$ cat src/rtl/regfile_dump_reader.sv
// Walks a register-file address range over a spare read port and streams
// {address, data} snapshots out through a valid/ready handshake.
module regfile_dump_reader #(
    parameter int ADDR_W    = 5,
    parameter int DATA_W    = 32,
    parameter bit SKIP_ZERO = 1'b0
) (
    input  logic              clk,
    input  logic              rst,
    input  logic              start,
    input  logic              abort,
    input  logic [ADDR_W-1:0] first_addr,
    input  logic [ADDR_W-1:0] last_addr,
    output logic [ADDR_W-1:0] raddr,
    input  logic [DATA_W-1:0] rdata,
    output logic              out_valid,
    input  logic              out_ready,
    output logic [ADDR_W-1:0] out_addr,
    output logic [DATA_W-1:0] out_data,
    output logic              busy,
    output logic              done
);

    // state | meaning
    // IDLE  | waiting for start
    // READ  | raddr presented, capture rdata on this edge
    // SEND  | word held on out_* until handshake
    // FIN   | done pulse, return to IDLE
    typedef enum logic [1:0] {IDLE, READ, SEND, FIN} state_t;

    state_t            state;
    logic [ADDR_W-1:0] last_q;

    always_ff @(posedge clk or posedge rst) begin
        if (rst) begin
            state     <= IDLE;
            last_q    <= '0;
            raddr     <= '0;
            out_valid <= 1'b0;
            out_addr  <= '0;
            out_data  <= '0;
            busy      <= 1'b0;
            done      <= 1'b0;
        end else begin
            done <= 1'b0;
            if (abort) begin
                state     <= IDLE;
                out_valid <= 1'b0;
                busy      <= 1'b0;
            end else begin
                case (state)
                    IDLE: begin
                        if (start) begin
                            last_q <= last_addr;
                            raddr  <= first_addr;
                            busy   <= 1'b1;
                            state  <= READ;
                        end
                    end
                    READ: begin
                        // Hardwired-zero register is stepped over without a transfer
                        if (SKIP_ZERO && raddr == '0) begin
                            if (raddr == last_q) begin
                                state <= FIN;
                                done  <= 1'b1;
                            end else begin
                                raddr <= raddr + 1'b1;
                            end
                        end else begin
                            out_data  <= rdata;
                            out_addr  <= raddr;
                            out_valid <= 1'b1;
                            state     <= SEND;
                        end
                    end
                    SEND: begin
                        if (out_ready) begin
                            out_valid <= 1'b0;
                            if (out_addr == last_q) begin
                                state <= FIN;
                                done  <= 1'b1;
                            end else begin
                                raddr <= raddr + 1'b1;
                                state <= READ;
                            end
                        end
                    end
                    FIN: begin
                        busy  <= 1'b0;
                        state <= IDLE;
                    end
                    default: state <= IDLE;
                endcase
            end
        end
    end

endmodule

$ cat config.mk
export PLATFORM = sky130hd
export DESIGN_NAME = regfile_dump_reader
export DESIGN_NICKNAME = d
export VERILOG_FILES = /design/src/rtl/regfile_dump_reader.sv
export SDC_FILE = /design/constraint.sdc
export NUM_CORES = 1
export LEC_CHECK = 0
export ABC_AREA = 1
export BUFFER_PORTS_ARGS = -buffer_cell sky130_fd_sc_hd__clkbuf_2
export CAP_MARGIN = 40
export CORE_ASPECT_RATIO = 0.7
export CORE_MARGIN = 2
export CORE_UTILIZATION = 48
export CTS_CLUSTER_DIAMETER = 150
export DETAILED_ROUTE_END_ITERATION = 8
export PLACE_DENSITY = 0.78
export SYNTH_ARGS = -nofsm -noshare
export SYNTH_HDL_FRONTEND = slang
export SYNTH_SLANG_ARGS = --single-unit
$ cat constraint.sdc
create_clock -name clk -period 3.2 [get_ports clk]
set_clock_uncertainty 0.05 [all_clocks]
set_input_delay 0.16 -clock clk [delete_from_list [all_inputs] [get_ports clk]]
set_output_delay 0.16 -clock clk [all_outputs]
set_load 0.005 [all_outputs]
==> run metrics, run 1 <==
status complete, no violations; flop-to-flop setup slack 1510 ps; cell taking the most area after synthesis dfrtp_1; Cell Area, Synth 2240 um^2; core footprint 4400 um^2; Setup crit end out_data[26]$_DFFE_PP0P_; Switching Fraction 30.5%; worst r2r dst out_data[26]$_DFFE_PP0P_; NumNets Final 347; depth of the worst register-to-register path 3; CP Capture Type register; Sequential Power Share 51.4%; post-synthesis simple-gate area fraction 16.3%; IO buf count just over 90; Power Density roughly 680 nW/um^2; Via Count 1722; Placed Cells 346; Final WS setup roughly 1500 ps; fin crit share 52.7%; clock buffer depth 2; Switch Pwr 0.591 mW; Via density slightly below 5; TritonCTS Buffers 5; Synth Instances 205; CP startpoint kind register; worst-path fanout max 43; post-route minimum period about 1700 ps; Clk pwr share 19.4%; Seq/Total Area, Yosys 58.2%; Pint 1.35 mW; RD Place Congestion 0.738; Synth top area share 58.2%; Site Rows 20; Max Cap Viol 0; Initial DRC Count 106; Final Instance Area 2830 um^2; Total Routing Usage GR about 18%; Routed WL 4400 um; synthesized flop and latch total 52; clock latency on the worst-skew pair ~300 ps; DRC Markers 0; die height 61.1 um; vias in the first global route 1558; top cells by area, synth dfrtp_1 58%, mux2_2 15%, nand2_1 7.7%; Synth Area in XOR/XNOR less than 1%; Distinct cells, synth 20; starting density of the core 50.8%; RSZ-0062 raised after global routing false; largest net degree at the start of global routing 44; Syn. warnings 0; post-detail-place hpwl roughly 3300 um; Synth Area in Compound Gates 3.13%; n_diodes 0; Critical Path AT 1820 ps; GRT Residual Overflow 0; initial antenna violation count 0; Crit path required time 3330 ps; commonest non-fill, non-tap cell in the layout clkbuf_2; fin cells 355; final setup fails 0; final core utilization between 60 and 70%; post-synthesis adder-cell area fraction 0.559%; Hold Path Cell Cnt 2; first-pass GRT wire length 7110 um; setup bufs post-CTS 0; combinational power share 29.2%; Max Clk Rate slightly below 600 MHz; syn nets 253; placed instance area 2730 um^2; R2R Path Start state[1]$_DFFE_PP0P_; fin. max-slew vios 0; Least-Margin Pin Slew roughly 540 ps; post-synthesis mux area share ~16%; TritonCTS clock tree yes; Filler cells 371; Fin Setup TNS 0 ps; Detail Route Antenna Nets 0; CP Class register to register; Leakage 1.53 nW; pre-CTS setup slack 1500 ps; die area 5230 um^2; I/O pins 92; most frequent cells in the layout 91 x clkbuf_2, 52 x dfrtp_1, 46 x nand2_1; syn_area_per_cell about 11 um^2; first-pass detailed-route iteration total 4; Avg WL per Cell 12.4 um; Multi-input gate area 817 um^2; Hold Fails Final Rpt 0; Die X 85.6 um; Layout area overhead 26.7%; Sink Count 52; Slew HR 63.7%; Hold WC Path Type input port to register; htree depth 2; Critical Path Start state[1]$_DFFE_PP0P_; Reg area 1300 um^2; Peak VDD IR 0.437 mV; clk slew on worst S/H paths about 90 ps; main combinational cell family by area after synthesis simple AND/OR/NAND/NOR gates; CTS Root Cell clkbuf_8; layout cells sized above 1 45.0%
## power by group through the flow
stage          clock network (mW)  registers, mW  logic, mW
2_1_floorplan                   0           1.00      0.302
3_3_place_gp                    0          0.998      0.559
3_5_place_dp                    0           1.01      0.576
4_1_cts                     0.385          0.997      0.578
5_1_grt                     0.422           1.02      0.641
6_report                    0.377          0.997      0.566
## how the worst min path moves through the flow
stage / start / endpoint / slack (ps)
after CTS: rdata[5] / out_data[5]$_DFFE_PP0P_ / 20
after detailed placement: rst / out_data[23]$_DFFE_PP0P_ / 180
after global placement: rdata[5] / out_data[5]$_DFFE_PP0P_ / 320
after floorplan: abort / done$_DFF_PP0_ / 180
final: abort / done$_DFF_PP0_ / 20
after global routing: abort / done$_DFF_PP0_ / 7
## synth_stat cells (all sizes together)
| cell | number |
|---|---|
| a21oi | 7 |
| buf | 5 |
| clkbuf | 1 |
| dfrtp | 52 |
| ha | 1 |
| inv | 19 |
| mux2 | 32 |
| nand2 | 48 |
| nand3 | 13 |
| nand4 | 3 |
| nor2 | 13 |
| nor3 | 3 |
| o21ai | 7 |
| xnor2 | 1 |
## flip-flops by register name, summed over array words and instances, names as in the netlist
signal	cells
busy	1
state	2
raddr	5
last_q	5
out_addr	5
out_data	32
done	1
out_valid	1
## metrics by stage
step / total power, mW / hold WS [ps]
after global routing: 2.09 / 7.10
after global placement: 1.56 / 321
final: 1.94 / 20.3
after floorplan: 1.30 / 183
after CTS: 1.96 / 17.1
after detailed placement: 1.58 / 177
## cell families (layout without fill, tap and decap cells)
| logic type | Yosys count | in the layout |
|---|---|---|
| AOI/OAI and AO/OA | 14 | 14 |
| muxes | 32 | 32 |
| buffers and inverters | 25 | 120 |
| adders and majority gates | 1 | 1 |
| xor gates and xnor gates | 1 | 1 |
| and+or+nand+nor | 80 | 80 |
| DFF | 52 | 52 |
## routing by layer
metal	track usage [%]	wire, um	vias to the layer above
li1	-	-	859
met1	23.0	1950	809
met2	29.0	2140	49
met3	5.09	263	5
met4	7.71	41	0
met5	0	0	-
## repair_timing
action                                 CTS  global route
endpoints found under the hold margin   25             0
hold buffers                             1             0
resized for setup                        0             0
## critical path, stage by stage (launching register included)
cell	delay (ps)
dfrtp_1	390
inv_1	180
nand3_4	450
mux2_1	480
## final cells by class
class / count / area share (%)
Inverter: 19 / 2.52
Tap cell: 55 / 2.43
Timing Repair Buffer: 93 / 17.1
Sequential cell: 52 / 45.9
Clock buffer: 8 / 3.18
Multi-Input combinational cell: 128 / 28.8
Note: power is estimated with default switching activity, not from simulation.
==> inputs of run 2 (changes only) <==
- CORE_UTILIZATION: 48 -> 43
- PLACE_DENSITY: 0.78 -> 0.74
- clock period: 3.2 -> 1.4 ns (I/O delays scaled with it)
==> run metrics, run 2 (same netlist as run 1, synthesis figures left out) <==
CP max stage cell dfrtp_2; Max stage delay on crit path 470 ps (about the same); Worst Hold End raddr[4]$_DFFE_PP0P_; Top reg by flops out_data; Layout area overhead 50.1%; Avg WL per Cell 13.0 um (+5.3%); IO buf count 91 (unchanged); number of flip-flops under the largest register name 32 (unchanged); Detail Route Antenna Nets 0 (unchanged); Leakage 1.76 nW (+15%); TritonCTS clock tree yes; Hold Fails Final Rpt 0 (unchanged); post-route minimum period 1400 ps (-289 ps); hold path startpoint first_addr[4]; fin. max-slew vios 0 (unchanged); flop-to-flop setup slack 2 ps (-1510 ps); R2R Path Start state[0]$_DFFE_PP0P_; Placed Cells 368 (+6.4%); Site Rows 21 (+5.0%); RD Place Congestion 0.806 (+9.2%); layout cells sized above 1 43.5% (-1.5 points); Initial DRC Count 76 (-28%); Filler cells 393 (+5.9%); TritonCTS Buffers 5 (unchanged); first-pass detailed-route iteration total 4 (unchanged); RSZ-0062 raised after global routing true; Critical Path AT 1540 ps (-280 ps); I/O pins 92 (unchanged); n_diodes 0 (unchanged); Max Clk Rate 715 MHz (+21%); status complete, no violations; clk slew on worst S/H paths 80 ps (about the same); GRT Residual Overflow 0 (unchanged); Via density 4.65 (-4.2%); Slew HR 82.1% (+18 points); cell family with most CP delay flip-flops; Via Count 1957 (+14%); worst hold margin 63.3 ps (+43.0 ps); Crit path required time 1540 ps (-1790 ps); Crit path top cell by count buf_4; DRC Markers 0 (unchanged); fin cells 421 (+19%); core footprint 4890 um^2 (+11%); final setup fails 0 (unchanged); commonest non-fill, non-tap cell in the layout clkbuf_2; CP startpoint kind register; htree depth 2 (unchanged); CP Buf/Inv Count 3 (+2); CP Capture Type register; Multi-input gate area 822 um^2 (+0.61%); Max Cap Viol 0 (unchanged); fin crit share 99.9% (+47 points); first-pass GRT wire length 9130 um (+28%); worst r2r dst raddr[3]$_DFFE_PP0P_; Power Density 1360 nW/um^2 (+99%); most frequent cells in the layout 91 x clkbuf_2, 51 x dfrtp_1, 46 x nand2_1; Routed WL 5490 um (+25%); starting density of the core 45.8% (-5.0 points); CTS Root Cell clkbuf_8; Sink Count 52 (unchanged); CP Class register to register; final core utilization 68.7% (+4.4 points); worst-path fanout max 5 (-88%); largest net degree at the start of global routing 53 (+20%); initial antenna violation count 0 (unchanged); Peak VDD IR 0.907 mV (+110%); Die X 90.2 um (+5.4%); crit path cell chain buf_4, nor3_2, buf_4, nor2_4, buf_4, nand3_1, nand2_1; clock latency on the worst-skew pair 290 ps (about the same); die height 64.4 um (+5.3%); overall power 4.58 mW (+140%); depth of the worst register-to-register path 7 (+4); Hold Path Cell Cnt 5 (+3); vias in the first global route 1943 (+25%); Hold WC Path Type input port to register; Total Routing Usage GR 20.1% (+2.3 points); die area 5810 um^2 (+11%); Reg area 1300 um^2 (about the same); clock buffer depth 2 (unchanged); Least-Margin Pin Slew 269 ps (-275 ps); post-detail-place hpwl 3540 um (+7.3%); NumNets Final 400 (+15%)
## run 2: how the worst max path moves through the flow
| stage | startpoint | to | slack [ps] | depth (start not counted) |
|---|---|---|---|---|
| after CTS | abort | out_data[26]$_DFFE_PP0P_ | 10 | 6 |
| after global placement | state[1]$_DFFE_PP0P_ | raddr[2]$_DFFE_PP0P_ | 80 | 8 |
| after floorplan | rst | busy$_DFFE_PP0P_ | 20 | 1 |
| final | state[0]$_DFFE_PP0P_ | raddr[3]$_DFFE_PP0P_ | 2 | 7 |
| after global routing | state[0]$_DFFE_PP0P_ | raddr[0]$_DFFE_PP0P_ | -70 | 7 |
| after detailed placement | state[1]$_DFFE_PP0P_ | raddr[2]$_DFFE_PP0P_ | 20 | 8 |
## run 2: through the flow
| step | setup WS [ps] | instance area (um^2) | TNS [ps] |
|---|---|---|---|
| 2_1_floorplan | 22.1 | 2240 | 0 |
| 3_3_place_gp | 75.9 | 2820 | 0 |
| 3_5_place_dp | 18.8 | 2820 | 0 |
| 4_1_cts | 9.90 | 3330 | 0 |
| 5_1_grt | -69.5 | 3360 | -342 |
| 6_report | 1.55 | 3360 | 0 |
## run 2: layer usage
layer	up-vias	wire [um]	GRT usage [%]
li1	957	-	-
met1	910	2400	26.2
met2	82	2670	34.3
met3	8	377	5.07
met4	0	48	4.62
met5	-	0	0
## run 2: what timing repair did
action	4_1_cts	5_1_grt
gates resized for setup	1	6
endpoints found under the hold margin	91	0
pin swaps	1	2
setup endpoints to repair	1	23
hold buffers	41	0
setup buffers	2	3
## run 2: final cells by class
cell class	count	area share (%)
sequential	52	38.8
tap	69	2.57
clock inverter	1	0.149
timing repair buffer	146	29.7
clock buffer	6	2.16
inverter	19	2.20
multi-input combinational	128	24.5
## run 2: worst register-to-register path, delay by kind of cell, from the launching register on
kind / cells / cell delay (ps)
buffers and inverters: 3 / 450
and+or+nand+nor: 4 / 330
DFF: 1 / 470
## run 2: power breakdown
part	total (mW)	internal (mW)	switching, mW
sequential	2.26	1.97	0.298
combinational	1.53	0.849	0.685
clock	0.783	0.341	0.442
